`config.mk`:
```
export PLATFORM = sky130hd
export DESIGN_NAME = key_debouncer_flat
export DESIGN_NICKNAME = d
export VERILOG_FILES = /design/src/rtl/key_pkg.sv /design/src/rtl/key_debouncer_if.sv /design/src/rtl/key_debounce_ch.sv /design/src/rtl/key_debouncer.sv /design/src/flat_wrapper.sv
export SDC_FILE = /design/constraint.sdc
export NUM_CORES = 1
export LEC_CHECK = 0
export ABC_AREA = 1
export CORE_ASPECT_RATIO = 1.75
export CORE_MARGIN = 5
export CORE_UTILIZATION = 45
export CTS_CLUSTER_DIAMETER = 100
export DETAILED_ROUTE_END_ITERATION = 12
export PLACE_DENSITY = 0.59
export SYNTH_ARGS = -nofsm -noshare
export SYNTH_HDL_FRONTEND = slang
export SYNTH_HIERARCHICAL = 1
export SYNTH_SLANG_ARGS = --single-unit
```
`constraint.sdc`:
```
create_clock -name clk -period 2 [get_ports clk]
set_clock_uncertainty 0.05 [all_clocks]
set_input_delay 0.6 -clock clk [delete_from_list [all_inputs] [get_ports clk]]
set_output_delay 0.6 -clock clk [all_outputs]
set_load 0.02 [all_outputs]
```
`src/rtl/key_pkg.sv`:
```
// Shared types and defaults for the key debouncer: channel FSM states, timing
// constants and the counter-width helper.
package key_pkg;

  typedef enum logic [1:0] {
    StIdle,
    StPressChk,
    StHeld,
    StRelChk
  } key_state_e;

  localparam int unsigned DefNKeys          = 4;
  localparam int unsigned DefDebounceCycles = 500000;
  localparam int unsigned DefRepeatDelay    = 25000000;
  localparam int unsigned DefRepeatPeriod   = 5000000;

  function automatic int unsigned cnt_width(input int unsigned max_val);
    return (max_val == 0) ? 1 : $clog2(max_val + 1);
  endfunction

endpackage

```
`src/rtl/key_debouncer_if.sv`:
```
// Key conditioning bus: raw active-low keys and repeat enables in, clean levels
// and clk-domain pulses out.
interface key_debouncer_if
  import key_pkg::*;
#(
  parameter int unsigned N_KEYS = DefNKeys
);
  logic [N_KEYS-1:0] i_key_n;
  logic [N_KEYS-1:0] i_repeat_en;
  logic [N_KEYS-1:0] o_key_level;
  logic [N_KEYS-1:0] o_key_press;
  logic [N_KEYS-1:0] o_key_release;
  logic              o_any_press;

  modport master (
    output i_key_n, i_repeat_en,
    input  o_key_level, o_key_press, o_key_release, o_any_press
  );

  modport slave (
    input  i_key_n, i_repeat_en,
    output o_key_level, o_key_press, o_key_release, o_any_press
  );
endinterface

```
`src/rtl/key_debounce_ch.sv`:
```
// One key channel: 2-flop synchroniser, debounce FSM, auto-repeat timer and
// registered press/release pulses.
module key_debounce_ch
  import key_pkg::*;
#(
  parameter int unsigned DEBOUNCE_CYCLES = DefDebounceCycles,
  parameter int unsigned REPEAT_DELAY    = DefRepeatDelay,
  parameter int unsigned REPEAT_PERIOD   = DefRepeatPeriod
) (
  input  logic clk,
  input  logic rst_n,
  input  logic i_key_n,
  input  logic i_repeat_en,
  output logic o_level,
  output logic o_press,
  output logic o_release
);

  localparam int unsigned CntW   = cnt_width(DEBOUNCE_CYCLES - 1);
  localparam int unsigned RptMax =
      ((REPEAT_DELAY > REPEAT_PERIOD) ? REPEAT_DELAY : REPEAT_PERIOD) - 1;
  localparam int unsigned RptW   = cnt_width(RptMax);

  localparam logic [CntW-1:0] CntLast  = CntW'(DEBOUNCE_CYCLES - 1);
  localparam logic [RptW-1:0] RptFirst = RptW'(REPEAT_DELAY - 1);
  localparam logic [RptW-1:0] RptNext  = RptW'(REPEAT_PERIOD - 1);

  logic            r_sync1, r_sync2;
  logic            w_sync;
  key_state_e      r_state, w_state;
  logic [CntW-1:0] r_cnt, w_cnt;
  logic [RptW-1:0] r_rpt, w_rpt;
  logic [RptW-1:0] w_rpt_target;
  logic            r_rpt_phase, w_rpt_phase;
  logic            r_level, w_level;
  logic            r_press, w_press;
  logic            r_release, w_release;

  assign w_sync       = ~r_sync2;
  assign w_rpt_target = r_rpt_phase ? RptNext : RptFirst;

  always_comb begin
    w_state     = r_state;
    w_cnt       = r_cnt;
    w_rpt       = r_rpt;
    w_rpt_phase = r_rpt_phase;
    w_level     = r_level;
    w_press     = 1'b0;
    w_release   = 1'b0;

    unique case (r_state)
      StIdle: begin
        if (w_sync) begin
          w_state = StPressChk;
          w_cnt   = CntW'(1);
        end
      end
      StPressChk: begin
        if (!w_sync) begin
          w_state = StIdle;
          w_cnt   = '0;
        end else if (r_cnt == CntLast) begin
          w_state     = StHeld;
          w_cnt       = '0;
          w_level     = 1'b1;
          w_press     = 1'b1;
          w_rpt       = '0;
          w_rpt_phase = 1'b0;
        end else begin
          w_cnt = r_cnt + 1'b1;
        end
      end
      StHeld: begin
        if (!w_sync) begin
          w_state = StRelChk;
          w_cnt   = CntW'(1);
        end
      end
      StRelChk: begin
        if (w_sync) begin
          w_state = StHeld;
          w_cnt   = '0;
        end else if (r_cnt == CntLast) begin
          w_state   = StIdle;
          w_cnt     = '0;
          w_level   = 1'b0;
          w_release = 1'b1;
        end else begin
          w_cnt = r_cnt + 1'b1;
        end
      end
      default: begin
        w_state = StIdle;
        w_cnt   = '0;
      end
    endcase

    // Repeat timer runs only while the key is accepted as pressed and the raw line agrees,
    // so a bounce during release freezes the phase instead of restarting it.
    if (r_level && w_sync) begin
      if (i_repeat_en) begin
        if (r_rpt >= w_rpt_target) begin
          w_press     = 1'b1;
          w_rpt       = '0;
          w_rpt_phase = 1'b1;
        end else begin
          w_rpt = r_rpt + 1'b1;
        end
      end else begin
        w_rpt       = '0;
        w_rpt_phase = 1'b0;
      end
    end
  end

  always_ff @(posedge clk or negedge rst_n) begin
    if (!rst_n) begin
      r_sync1     <= 1'b1;
      r_sync2     <= 1'b1;
      r_state     <= StIdle;
      r_cnt       <= '0;
      r_rpt       <= '0;
      r_rpt_phase <= 1'b0;
      r_level     <= 1'b0;
      r_press     <= 1'b0;
      r_release   <= 1'b0;
    end else begin
      r_sync1     <= i_key_n;
      r_sync2     <= r_sync1;
      r_state     <= w_state;
      r_cnt       <= w_cnt;
      r_rpt       <= w_rpt;
      r_rpt_phase <= w_rpt_phase;
      r_level     <= w_level;
      r_press     <= w_press;
      r_release   <= w_release;
    end
  end

  assign o_level   = r_level;
  assign o_press   = r_press;
  assign o_release = r_release;

endmodule

```
`src/rtl/key_debouncer.sv`:
```
// Debounces N_KEYS independent active-low buttons into clean levels and
// single-cycle press/release pulses for the control unit.
module key_debouncer
  import key_pkg::*;
#(
  parameter int unsigned N_KEYS          = DefNKeys,
  parameter int unsigned DEBOUNCE_CYCLES = DefDebounceCycles,
  parameter int unsigned REPEAT_DELAY    = DefRepeatDelay,
  parameter int unsigned REPEAT_PERIOD   = DefRepeatPeriod
) (
  input  logic            clk,
  input  logic            rst_n,
  key_debouncer_if.slave  kif
);

  logic [N_KEYS-1:0] w_level;
  logic [N_KEYS-1:0] w_press;
  logic [N_KEYS-1:0] w_release;

  for (genvar g = 0; g < N_KEYS; g++) begin : g_ch
    key_debounce_ch #(
      .DEBOUNCE_CYCLES (DEBOUNCE_CYCLES),
      .REPEAT_DELAY    (REPEAT_DELAY),
      .REPEAT_PERIOD   (REPEAT_PERIOD)
    ) u_ch (
      .clk         (clk),
      .rst_n       (rst_n),
      .i_key_n     (kif.i_key_n[g]),
      .i_repeat_en (kif.i_repeat_en[g]),
      .o_level     (w_level[g]),
      .o_press     (w_press[g]),
      .o_release   (w_release[g])
    );
  end

  assign kif.o_key_level   = w_level;
  assign kif.o_key_press   = w_press;
  assign kif.o_key_release = w_release;
  assign kif.o_any_press   = |w_press;

endmodule

```
`src/flat_wrapper.sv`:
```
// flat-port wrapper written by rule: the top's interface ports become plain ports
module key_debouncer_flat import key_pkg::*;
#(
  parameter int unsigned N_KEYS          = DefNKeys,
  parameter int unsigned DEBOUNCE_CYCLES = DefDebounceCycles,
  parameter int unsigned REPEAT_DELAY    = DefRepeatDelay,
  parameter int unsigned REPEAT_PERIOD   = DefRepeatPeriod
)
  (clk, rst_n, kif_i_key_n, kif_i_repeat_en, kif_o_key_level, kif_o_key_press, kif_o_key_release, kif_o_any_press);
  key_debouncer_if #(.N_KEYS(N_KEYS)) kif_i ();
  input  logic clk;
  input  logic rst_n;
  input wire logic [$bits(kif_i.i_key_n)-1:0] kif_i_key_n;
  input wire logic [$bits(kif_i.i_repeat_en)-1:0] kif_i_repeat_en;
  output wire logic [$bits(kif_i.o_key_level)-1:0] kif_o_key_level;
  output wire logic [$bits(kif_i.o_key_press)-1:0] kif_o_key_press;
  output wire logic [$bits(kif_i.o_key_release)-1:0] kif_o_key_release;
  output wire logic [$bits(kif_i.o_any_press)-1:0] kif_o_any_press;
  assign kif_i.i_key_n = kif_i_key_n;
  assign kif_i.i_repeat_en = kif_i_repeat_en;
  assign kif_o_key_level = kif_i.o_key_level;
  assign kif_o_key_press = kif_i.o_key_press;
  assign kif_o_key_release = kif_i.o_key_release;
  assign kif_o_any_press = kif_i.o_any_press;
  key_debouncer #(.N_KEYS(N_KEYS), .DEBOUNCE_CYCLES(DEBOUNCE_CYCLES), .REPEAT_DELAY(REPEAT_DELAY), .REPEAT_PERIOD(REPEAT_PERIOD)) u_core (.clk(clk), .rst_n(rst_n), .kif(kif_i));
endmodule
```
## Yosys cells after proc, flatten, opt, wreduce, memory -nomap -nowiden

Cells that the tools add are included.

- Flip-flop bits (word level): 208
- Output and inout bits: 13
- Word-level logic and storage cells: 297

- $add $sub $neg: 8
- Magnitude comparators: 4
- Equality and inequality tests: 52
- Multiplexer cells: 156
- Bitwise logic cells: 4
- Reduce and logical (&&, ||, !) cells: 37

Operators by type and width:

| kind | count |
|---|---|
| $mux W25 | 28 |
| $mux W19 | 20 |
| $pmux W19 S4 | 4 |
| $add A25 B1 Y25 const B | 4 |
| $ge A25 B25 Y1 | 4 |
| $add A19 B1 Y19 const B | 4 |
| $eq A19 B19 Y1 const B | 4 |
| $mux W1 | 72 |
| $mux W2 | 24 |
| $ne A2 B2 Y1 const B | 24 |
| $pmux W2 S4 | 4 |
| $ne A3 B3 Y1 const B | 8 |
| $reduce_bool A2 Y1 | 12 |
| $reduce_and A5 Y1 | 4 |
| $eq A2 B2 Y1 const B | 8 |
| $reduce_and A4 Y1 | 4 |
| $reduce_and A3 Y1 | 4 |
| $eq A2 B1 Y1 const B | 4 |
| $logic_not A2 Y1 | 4 |
| $ne A2 B1 Y1 const B | 4 |
| $pmux W1 S2 | 4 |
| $reduce_and A2 Y1 | 4 |
| $logic_and A1 B1 Y1 | 4 |
| $not A1 Y1 | 4 |
| $reduce_or A4 Y1 | 1 |

## Longest topological paths before layout

- Depth in word-level cells: 7
- Gate-level depth with buffers: 14
- Mapped depth without buffers: 14

## Hierarchy

The synthesis kept the hierarchy.

By module, submodules not included:

| module | instances | cells an instance | area each (um^2) | sequential area each (um^2) |
|---|---|---|---|---|
| key_debounce_ch at u_core.g_ch[0].u_ch ... | 2 | 535 | 3572.2 | 1303.8 |
| key_debounce_ch at u_core.g_ch[3].u_ch | 1 | 567 | 3786.1 | 1303.8 |
| key_debounce_ch at u_core.g_ch[1].u_ch | 1 | 538 | 3617.2 | 1303.8 |
| key_debouncer | 1 | 3 | 11.3 | 0.0 |

## Worst setup path before layout

No wires, ideal clock.

- Path type: reg2reg
- Start: reg u_core.g_ch[1].u_ch.r_rpt_phase
- End: reg u_core.g_ch[1].u_ch.r_rpt[2]
- Arrival: 1.603 ns
- Slack: 0.230 ns
- Stages on the path, launching flop included: 12
- Path buffers: 1
- Clock period less this slack: 1.770 ns
- Cell sequence: dfrtp_1 ha_1 nand2_1 nor2_1 nand2_1 nor2_1 nand2_1 nand3_2 nor2_4 buf_6 nand2_2 nand2_1

- Longest elaborated chain between the ends: 5

RTL lines:

| item | line | source |
|---|---|---|
| start: declaration | key_debounce_ch.sv:34 | `logic r_rpt_phase, w_rpt_phase;` |
| start signal: assignment | key_debounce_ch.sv:133 | `r_rpt_phase <= w_rpt_phase;` |
| $mux W25 | key_debounce_ch.sv:40 | `assign w_rpt_target = r_rpt_phase ? RptNext : RptFirst;` |
| $ge A25 B25 Y1 | key_debounce_ch.sv:102 | `if (r_rpt >= w_rpt_target) begin` |
| $mux W25 | key_debounce_ch.sv:102 |  |
| $mux W25 | key_debounce_ch.sv:101 | `if (i_repeat_en) begin` |
| $mux W25 | key_debounce_ch.sv:100 | `if (r_level && w_sync) begin` |
| end signal: assignment | key_debounce_ch.sv:132 | `r_rpt <= w_rpt;` |
| end: declaration | key_debounce_ch.sv:32 | `logic [RptW-1:0] r_rpt, w_rpt;` |

Every way passes these cells.
A chain may end at the register's enable or synchronous reset.

## Final worst setup path

- Start: reg u_core.g_ch[0].u_ch.r_rpt_phase
- End: reg u_core.g_ch[0].u_ch.r_rpt[6]

- Longest elaborated chain between the ends: 5

RTL lines:

| item | line |
|---|---|
| start: declaration | key_debounce_ch.sv:34 |
| start signal: assignment | key_debounce_ch.sv:133 |
| $mux W25 | key_debounce_ch.sv:40 |
| $ge A25 B25 Y1 | key_debounce_ch.sv:102 |
| $mux W25 | key_debounce_ch.sv:102 |
| $mux W25 | key_debounce_ch.sv:101 |
| $mux W25 | key_debounce_ch.sv:100 |
| end signal: assignment | key_debounce_ch.sv:132 |
| end: declaration | key_debounce_ch.sv:32 |

Every way passes these cells.

==> impl_results.md <==
- Status: finished, violations left
- Failing checks: negative setup slack
- Post-synth cell types: 43
- Fin util: 0.548
- Total number of vias: 14400
- Hold WC Path Type: reg2reg
- Data arrival, critical path: 2430 ps
- Die ar.: 36200 um2
- Setup repair after global routing missed its margin: yes
- Fraction of layout cells with a size suffix above 1: 0.168
- Leak Pwr: 9.10 nW
- Clock latency on the worst-skew pair: 520 ps
- Gpl congestion: 0.962
- FF-to-FF Start: u_core/g_ch[0].u_ch/r_rpt_phase
- Hpwl dp: 28800 um
- Max stage delay on crit path: 580 ps
- # nets final: 2357
- Most common cell after layout, fill and taps aside: nand2_1
- Final WS setup: -24.3 ps
- Largest net degree at the start of global routing: 51
- CTS buffer count: 23
- Avg Cell Area, Syn: 6.68 um2
- Area grow syn2layout: 20.8%
- Synthesized area: 14600 um2
- Worst-Margin Slew: 477 ps
- Iteration-0 DRC Markers: 541
- Crit path cell chain: ha_4, buf_6, nand4_1, nand2_1, a21oi_4, nand3_4, nor2_4, clkbuf_16, nand2_2, nand2_1
- Max Cap Viol: 0
- Yosys warning count: 6
- Worst slack at placement: -336 ps
- Mapped Cells: 2178
- Register area share after synthesis: 0.358
- Worst hold stages: 0
- Vias in the first global route: 14300
- Max VDD drop: 0.617 mV
- Fmax: 494 MHz
- Ports: 23
- H-tree Lvls: 1
- Drt pass-1 iters: 5
- Worst reg2reg endpoint: u_core/g_ch[0].u_ch/r_rpt[6]
- Max_slew headroom: 0.679
- Hold_ws: 306 ps
- Reg-to-reg slack, setup: -20 ps
- Port-buffer cells: 22
- Hold EP: u_core/g_ch[2].u_ch/r_sync2
- Hold_sp: u_core/g_ch[2].u_ch/r_sync1
- ANT nets after route: 0
- Grt total ovfl: 0
- Cell mode on critical path: nand2_1
- Final WL: 40800 um
- Avg WL per Cell: 15.0 um
- # diodes: 0
- CTS tree: yes
- Rows: 87
- TNS Setup: -79.1 ps
- Clock root cell: clkbuf_16
- Req. time, crit path: 2400 ps
- R2R depth: 10
- Hold Fails Final Rpt: 0
- Crit path kind: reg2reg
- Global-route wire length before repair: 66900 um
- Final Cycle Share: 1.01
- Die height: 248 um
- Period minus WS final: 2020 ps
- Power density cells: 603 nW/um2
- Final setup viols: 6
- Max FO, Critical Path: 8
- Initial antenna violation count: 0
- DR vias/cell: 5.28
- Initial core utilization: 0.453
- Tot GR Track Use: 0.220
- Die width: 146 um
- Clock-pin slew on the worst setup and hold paths: 60 ps
- Sink Count: 208
- Worst setup EP type: flip-flop
- Synthesized net count: 2228
- Total chip power: 10.6 mW
- # DRC: 0
- Max Slew Vio Count: 0
- Core Area: 32100 um2
- Yosys reg bits: 208
- Most frequent cells in the layout: 653 x nand2_1, 273 x nor2_1, 227 x nand3_1
- Max clock buf depth: 3
- Critical path's slowest cell: dfrtp_4
- CP Launch Type: flip-flop
[worst max path at each step]
stage / to / start / slack [ps]
after CTS: kif_o_any_press / u_core/g_ch[2].u_ch/o_press / -50
after global routing: u_core/g_ch[0].u_ch/r_rpt[15] / u_core/g_ch[0].u_ch/r_rpt_phase / -70
after global placement: u_core/g_ch[1].u_ch/r_rpt[16] / u_core/g_ch[1].u_ch/r_rpt_phase / -290
after detailed placement: u_core/g_ch[1].u_ch/r_rpt[19] / u_core/g_ch[1].u_ch/r_rpt_phase / -340
final: u_core/g_ch[0].u_ch/r_rpt[6] / u_core/g_ch[0].u_ch/r_rpt_phase / -20
after floorplan: u_core/g_ch[1].u_ch/r_rpt[2] / u_core/g_ch[1].u_ch/r_rpt_phase / 230
[area by class of cell]
type	count	area, um2
flip-flops and latches	208	5230
clock inverters	10	158
repair buffers	145	1370
clock buffers	31	646
fillers	3110	14500
multi-input cells	1690	8780
well taps	400	500
inverters	239	905
[metrics by stage]
stage	cells	area [um2]
2_1_floorplan	2178	14600
6_report	2723	17600
3_3_place_gp	2657	15800
5_1_grt	2723	17600
3_5_place_dp	2657	15800
4_1_cts	2718	16900
[kinds of logic after synthesis]
kind of cell	count (synthesis)	synth area share
and+or+nand+nor	1429	0.436
xor gates and xnor gates	29	0.0174
AOI/OAI and AO/OA	188	0.0718
adders and majority gates	40	0.0344
buffers and inverters	284	0.0824
DFF	208	0.358
[critical path, delay by kind of cell, from the launching register on]
kind                     cells  cell delay (ps)
AO/OA/AOI/OAI                1              160
adder cells (fa/ha/maj)      1              270
AND/OR/NAND/NOR              6              580
buffers and inverters        2              300
flip-flops                   1              580
[routing by layer]
metal  track usage  wire, um  vias up
li1              -         -     7279
met1         0.235     15500     6672
met2         0.422     21600      299
met3        0.0203      1310      137
met4         0.126      2360        0
met5             0         0        -
[Yosys cell counts (all sizes together)]
| library cell | n | area [um2] |
|---|---|---|
| and3 | 2 | 12.5 |
| nand2 | 742 | 2890 |
| o21bai | 8 | 60.1 |
| nor4 | 2 | 27.5 |
| dfstp | 8 | 210 |
| a21oi | 69 | 368 |
| or2 | 4 | 25.0 |
| nand3b | 1 | 7.51 |
| xor2 | 20 | 175 |
| a31oi | 1 | 6.26 |
| nor3b | 7 | 52.6 |
| o21a | 4 | 30.0 |
| nand3 | 248 | 1340 |
| o2111ai | 1 | 8.76 |
| nor2 | 315 | 1330 |
| nand4 | 40 | 284 |
| ha | 40 | 500 |
| o22ai | 23 | 144 |
| xnor2 | 9 | 78.8 |
| buf | 37 | 273 |
| o31ai | 2 | 15.0 |
| dfrtp | 200 | 5000 |
| o211ai | 5 | 37.5 |
| clkbuf | 8 | 30.0 |
| nor3 | 66 | 369 |
| and2 | 2 | 12.5 |
| inv | 239 | 897 |
| o21ai | 75 | 375 |
[power by group]
| group | leakage (nW) | internal, mW | switching (mW) | total (mW) |
|---|---|---|---|---|
| clock | 0.386 | 2.78 | 1.79 | 4.57 |
| sequential | 2.32 | 4.39 | 0.191 | 4.58 |
| combinational | 6.39 | 0.453 | 1.01 | 1.47 |
| total | 9.10 | 7.62 | 2.99 | 10.6 |
[repair_timing]
action	in CTS	in global routing
setup buffers	15	5
gates resized for setup	27	128
pin swaps	8	28
endpoints found under the setup margin	113	103
hold endpoints to repair	34	0
cloned	4	1
hold buffers	1	0
[flip-flops by register name (all words and copies together), names as in the netlist, named ones only]
register,flops
u_core/g_ch.u_ch/r_rpt,100
u_core/g_ch.u_ch/r_cnt,76
u_core/g_ch.u_ch/o_level,4
u_core/g_ch.u_ch/o_press,4
u_core/g_ch.u_ch/o_release,4
u_core/g_ch.u_ch/r_rpt_phase,4
u_core/g_ch.u_ch/r_state,4
u_core/g_ch.u_ch/r_sync1,4
u_core/g_ch.u_ch/r_sync2,4
(Power assumes the default switching activity.)
